$ cat src/rtl/mem_arbiter.sv
// Two-requester (I-cache / D-cache) memory arbiter with block fills and single-word writes.
// Define ARB_ROUND_ROBIN_EN to alternate ties between requesters; otherwise D always wins ties.
module mem_arbiter #(
   parameter int unsigned BLOCK_WORDS = 8
) (
   input  logic        clk,
   input  logic        rst,
   input  logic        i_req,
   input  logic [15:0] i_addr,
   input  logic        d_req,
   input  logic        d_wr,
   input  logic [15:0] d_addr,
   input  logic [15:0] d_wdata,
   input  logic [15:0] mem_rdata,
   input  logic        mem_rvalid,
   output logic        mem_en,
   output logic        mem_wr,
   output logic [15:0] mem_addr,
   output logic [15:0] mem_wdata,
   output logic        grant_i,
   output logic        grant_d,
   output logic        fill_valid_i,
   output logic        fill_valid_d,
   output logic [15:0] fill_data,
   output logic [15:0] fill_addr,
   output logic        done_i,
   output logic        done_d
);

   localparam int unsigned LW          = $clog2(BLOCK_WORDS);
   localparam logic [15:0] BASE_MASK   = ~16'(2 * BLOCK_WORDS - 1);
   localparam logic [LW-1:0] ISSUE_LAST = LW'(BLOCK_WORDS - 1);
   localparam logic [LW:0]   RET_FULL   = (LW + 1)'(BLOCK_WORDS);

   typedef enum logic [1:0] {IDLE, FILL, WRITE} state_t;

   state_t        state;
   logic          owner_d;
   logic [15:0]   addr_q;
   logic [LW-1:0] issue_cnt;
   logic [LW:0]   ret_cnt;
`ifdef ARB_ROUND_ROBIN_EN
   logic          last_served_d;
`endif

   logic          win_any;
   logic          win_d;
   logic          beat_ok;
   logic [LW-1:0] issue_nxt;
   logic [15:0]   block_base;

   // Winner selection and beat qualification.
   always_comb begin
      win_any = i_req | d_req;
`ifdef ARB_ROUND_ROBIN_EN
      win_d   = d_req & (~i_req | ~last_served_d);
`else
      win_d   = d_req;
`endif
      beat_ok    = (state == FILL) && mem_rvalid && (ret_cnt < RET_FULL);
      issue_nxt  = issue_cnt + LW'(1);
      block_base = addr_q & BASE_MASK;
   end

   always_ff @(posedge clk) begin
      if (rst) begin
         state        <= IDLE;
         owner_d      <= 1'b0;
         addr_q       <= '0;
         issue_cnt    <= '0;
         ret_cnt      <= '0;
`ifdef ARB_ROUND_ROBIN_EN
         last_served_d <= 1'b0;
`endif
         mem_en       <= 1'b0;
         mem_wr       <= 1'b0;
         mem_addr     <= '0;
         mem_wdata    <= '0;
         grant_i      <= 1'b0;
         grant_d      <= 1'b0;
         fill_valid_i <= 1'b0;
         fill_valid_d <= 1'b0;
         fill_data    <= '0;
         fill_addr    <= '0;
         done_i       <= 1'b0;
         done_d       <= 1'b0;
      end else begin
         done_i       <= 1'b0;
         done_d       <= 1'b0;
         fill_valid_i <= 1'b0;
         fill_valid_d <= 1'b0;
         fill_data    <= '0;
         fill_addr    <= '0;
         case (state)
            IDLE: begin
               if (win_any) begin
                  owner_d   <= win_d;
                  addr_q    <= win_d ? d_addr : i_addr;
                  issue_cnt <= '0;
                  ret_cnt   <= '0;
                  grant_i   <= ~win_d;
                  grant_d   <= win_d;
                  mem_en    <= 1'b1;
`ifdef ARB_ROUND_ROBIN_EN
                  last_served_d <= win_d;
`endif
                  if (win_d && d_wr) begin
                     state     <= WRITE;
                     mem_wr    <= 1'b1;
                     mem_addr  <= d_addr;
                     mem_wdata <= d_wdata;
                  end else begin
                     state    <= FILL;
                     mem_addr <= (win_d ? d_addr : i_addr) & BASE_MASK;
                  end
               end
            end
            FILL: begin
               // Issue side: one read per cycle, stop after the last word.
               if (mem_en) begin
                  if (issue_cnt != ISSUE_LAST) begin
                     issue_cnt <= issue_nxt;
                     mem_addr  <= block_base | 16'({issue_nxt, 1'b0});
                  end else begin
                     mem_en   <= 1'b0;
                     mem_addr <= '0;
                  end
               end
               // Return side: forward beats, then close out one cycle after the last.
               if (beat_ok) begin
                  fill_valid_i <= ~owner_d;
                  fill_valid_d <= owner_d;
                  fill_data    <= mem_rdata;
                  fill_addr    <= block_base | 16'({ret_cnt[LW-1:0], 1'b0});
                  ret_cnt      <= ret_cnt + (LW + 1)'(1);
               end else if (ret_cnt == RET_FULL) begin
                  state     <= IDLE;
                  done_i    <= ~owner_d;
                  done_d    <= owner_d;
                  grant_i   <= 1'b0;
                  grant_d   <= 1'b0;
                  mem_en    <= 1'b0;
                  mem_addr  <= '0;
                  issue_cnt <= '0;
                  ret_cnt   <= '0;
               end
            end
            WRITE: begin
               state     <= IDLE;
               mem_en    <= 1'b0;
               mem_wr    <= 1'b0;
               mem_addr  <= '0;
               mem_wdata <= '0;
               grant_i   <= 1'b0;
               grant_d   <= 1'b0;
               done_d    <= 1'b1;
            end
            default: state <= IDLE;
         endcase
      end
   end

endmodule

$ cat config.mk
export PLATFORM = sky130hd
export DESIGN_NAME = mem_arbiter
export DESIGN_NICKNAME = d
export VERILOG_FILES = /design/src/rtl/mem_arbiter.sv
export SDC_FILE = /design/constraint.sdc
export NUM_CORES = 1
export LEC_CHECK = 0
export CAP_MARGIN = 20
export CORE_UTILIZATION = 39
export CTS_CLUSTER_SIZE = 40
export DETAILED_ROUTE_END_ITERATION = 12
export PLACE_DENSITY = 0.84
export SYNTH_ARGS = -nofsm -noshare
export SYNTH_HDL_FRONTEND = slang
export SYNTH_SLANG_ARGS = --single-unit
$ cat constraint.sdc
create_clock -name clk -period 1.7 [get_ports clk]
set_clock_uncertainty 0.05 [all_clocks]
set_input_delay 0.17 -clock clk [delete_from_list [all_inputs] [get_ports clk]]
set_output_delay 0.17 -clock clk [all_outputs]
set_load 0.03 [all_outputs]
==> flow_metrics.env <==
export IMPL_io_pins=142
export IMPL_clockBufferDepth=2
export IMPL_whs_path_depth=2
export IMPL_cp_end_kind="register"
export IMPL_grt_usage=0.200
export IMPL_critPathArrivalTime_ps=1880
export IMPL_regToRegSetupSlack_ps=40
export IMPL_hp_class="input pin to register"
export IMPL_crit_slowest_cell="or3b_1"
export IMPL_path_cells="inv_4 > ha_4 > or3b_4 > nand4_1 > or3b_1 > a21oi_1"
export IMPL_place_gp_congestion=0.902
export IMPL_slew_violations=0
export IMPL_synth_warnings=0
export IMPL_nets=608
export IMPL_pre_cts_slack_ps=-253
export IMPL_min_from="rst"
export IMPL_setup_viol=0
export IMPL_r2r_end="issue_cnt[1]$_SDFFE_PP0P_"
export IMPL_yosysUniqueCellTypes=48
export IMPL_wl_per_cell_um=14.8
export IMPL_required_ps=1930
export IMPL_max_stage_delay_ps=400
export IMPL_fin_crit_ps=1660
export IMPL_synth_edff_count=0
export IMPL_design_die_area_mm2=0.00971
export IMPL_fp_dieW_um=98.6
export IMPL_grt_max_degree=25
export IMPL_rr_worst_depth=6
export IMPL_cts_buffers=9
export IMPL_async_flop_share=0
export IMPL_via_per_inst=5.09
export IMPL_start_util=0.409
export IMPL_crit_fanout=5
export IMPL_min_period_over_period=0.974
export IMPL_grt_setup_unrepaired="yes"
export IMPL_maxCapViolations=0
export IMPL_rows=34
export IMPL_syn2layout_area_growth_pct=56.1
export IMPL_peakVddDrop_mv=0.422
export IMPL_drc_errors=0
export IMPL_drive_gt1_frac=0.171
export IMPL_hold_buffers=0
export IMPL_final_hold_violation_count=0
export IMPL_cts_tree="done"
export IMPL_clkTransAtPathRegs_ps=80
export IMPL_antenna_found_initial=0
export IMPL_dp_hpwl_um=7030
export IMPL_ys_ff_latch=93
export IMPL_port_buffers=136
export IMPL_syn_area_per_cell_um2=10.1
export IMPL_ys_flop_type="dfxtp_1"
export IMPL_placed_area_mm2=0.00539
export IMPL_htree_levels=3
export IMPL_timing_fmax_mhz=604
export IMPL_run_status="complete, no violations"
export IMPL_overflow=0
export IMPL_grt_pass1_wl_um=15700
export IMPL_total_power_w=0.00529
export IMPL_clk_latency_ps=350
export IMPL_reg2reg_from="state[1]$_SDFFE_PP0P_"
export IMPL_vias=3264
export IMPL_routed_wl_um=9520
export IMPL_chipHeight_um=98.6
export IMPL_yosysSeqAreaShare=0.512
export IMPL_p_leak_nw=2.26
export IMPL_fin_ws_ps=44.3
export IMPL_syn_nets=439
export IMPL_fin_area_mm2=0.00568
export IMPL_drtPass1Iterations=4
export IMPL_grt_pass1_vias=3372
export IMPL_clock_sinks=93
export IMPL_core_mm2=0.00889
export IMPL_n_antenna_cell=0
export IMPL_startpoint_type="register"
export IMPL_netlist_area_mm2=0.00364
export IMPL_cts_root_buf="clkbuf_8"
export IMPL_drtIter0Drc=95
export IMPL_hold_end="ret_cnt[1]$_SDFFE_PP0P_"
export IMPL_netlist_instances=359
export IMPL_ant_nets=0
export IMPL_p_per_area_mw_per_mm2=932
export IMPL_path_class="register to register"
[sequential cells by signal, indices dropped and copies added (netlist names)]
signal / flops
ret_cnt: 4
addr_q: 12
done_d: 1
state: 2
fill_valid_i: 1
owner_d: 1
fill_addr: 15
fill_data: 16
mem_wr: 1
fill_valid_d: 1
grant_d: 1
issue_cnt: 3
mem_en: 1
mem_addr: 16
grant_i: 1
mem_wdata: 16
done_i: 1
[layout by cell type, fill, tap and decap left out, drive strengths merged, types with 5 or more instances in the layout]
| cell | netlist | routed |
|---|---|---|
| a211oi | 13 | 13 |
| a21oi | 7 | 7 |
| a22o | 14 | 14 |
| a22oi | 17 | 17 |
| and2 | 30 | 30 |
| buf | 17 | 48 |
| clkbuf | 8 | 11 |
| clkdlybuf4s50 | 0 | 134 |
| dfxtp | 93 | 93 |
| ha | 10 | 10 |
| inv | 9 | 11 |
| mux2i | 14 | 14 |
| nand2 | 18 | 18 |
| nand2b | 5 | 5 |
| nand3 | 5 | 5 |
| nor2 | 44 | 44 |
| o22ai | 12 | 12 |
[per-stage QoR]
stage | instances | hold slack, ps | util | setup TNS, ps
after detailed placement | 625 | 409 | 0.606 | -8170
final | 641 | 149 | 0.638 | 0
after floorplan | 359 | 242 | - | 0
after global routing | 641 | 159 | 0.638 | -47.3
after global placement | 625 | 408 | 0.606 | -3780
after CTS | 641 | 139 | 0.632 | 0
[synthesized netlist by cell type (3+ instances only)]
cell type  instances  area, um^2
buf_1              4        15.0
and2_1            30         188
nor2_1            41         154
mux2i_1           14         140
a32o_1             3        30.0
dfxtp_1           93        1860
nor3b_1            3        22.5
buf_2              7        35.0
o22ai_1           12        75.1
nor3_1             3        15.0
a21oi_1            6        30.0
a22o_1            14         123
a31oi_1            3        18.8
nor2b_1            4        25.0
nand2b_1           4        25.0
nand3_1            5        25.0
buf_4              3        22.5
clkbuf_1           7        26.3
inv_1              9        33.8
nand2_1           18        67.6
a2bb2oi_1          3        26.3
buf_6              3        33.8
a211oi_1          13        97.6
a22oi_1           17         128
ha_1              10         125
[worst max-delay path: cells and delay by family (launching register included)]
kind | cells | cell delay, ps
and+or+nand+nor | 3 | 820
DFF | 1 | 380
adders and majority gates | 1 | 170
AOI/OAI and AO/OA | 1 | 130
buffers and inverters | 1 | 40
[worst max-delay path by stage]
| stage | start | endpoint | slack (ps) |
|---|---|---|---|
| final | state[1]$_SDFFE_PP0P_ | issue_cnt[1]$_SDFFE_PP0P_ | 40 |
| after global routing | state[1]$_SDFFE_PP0P_ | issue_cnt[1]$_SDFFE_PP0P_ | -20 |
| after CTS | state[1]$_SDFFE_PP0P_ | mem_en$_SDFFE_PP0P_ | 3 |
| after detailed placement | d_req | mem_wdata[10]$_SDFFE_PP0P_ | -250 |
| after global placement | d_req | mem_addr[0]$_SDFFE_PP0P_ | -140 |
| after floorplan | state[0]$_SDFFE_PP0P_ | mem_addr[1]$_SDFFE_PP0P_ | 6 |
[power by group]
part	switching [W]	total [W]	internal (W)
Clock	0.000775	0.00140	0.000625
Combinational	0.000734	0.00145	0.000719
Sequential	0.000103	0.00244	0.00234
[repair_timing]
item / CTS / global route
setup buffers: 0 / 1
cloned: 0 / 0
setup endpoints to repair: 38 / 45
pin swaps: 1 / 8
resized for setup: 9 / 14
[logic make-up (layout without fill, tap and decap cells)]
logic type	count (synthesis)	in the layout	share of synthesized area
DFF	93	93	0.512
muxes	14	14	0.0385
other	1	1	0.00103
AOI/OAI and AO/OA	80	80	0.172
buffers and inverters	34	208	0.0471
and+or+nand+nor	127	127	0.195
adders and majority gates	10	10	0.0344
[metal layers]
metal / vias up / share of wire / GRT usage / routed length (um)
li1: 1601 / - / - / -
met1: 1542 / 0.41 / 0.230 / 3910
met2: 111 / 0.52 / 0.364 / 4930
met3: 10 / 0.062 / 0.0468 / 588
met4: 0 / 0.0090 / 0.0700 / 86
met5: - / 0 / 0 / 0
[area by class of cell]
cell class                 instances  area, um^2
multi-input combinational        232        1690
fill                             734        3220
inverter                           9        38.8
clock buffer                      11         151
tap                              108         135
timing repair buffer             183        1750
clock inverter                     5        40.0
sequential                        93        1870
(Power assumes the default switching activity.)
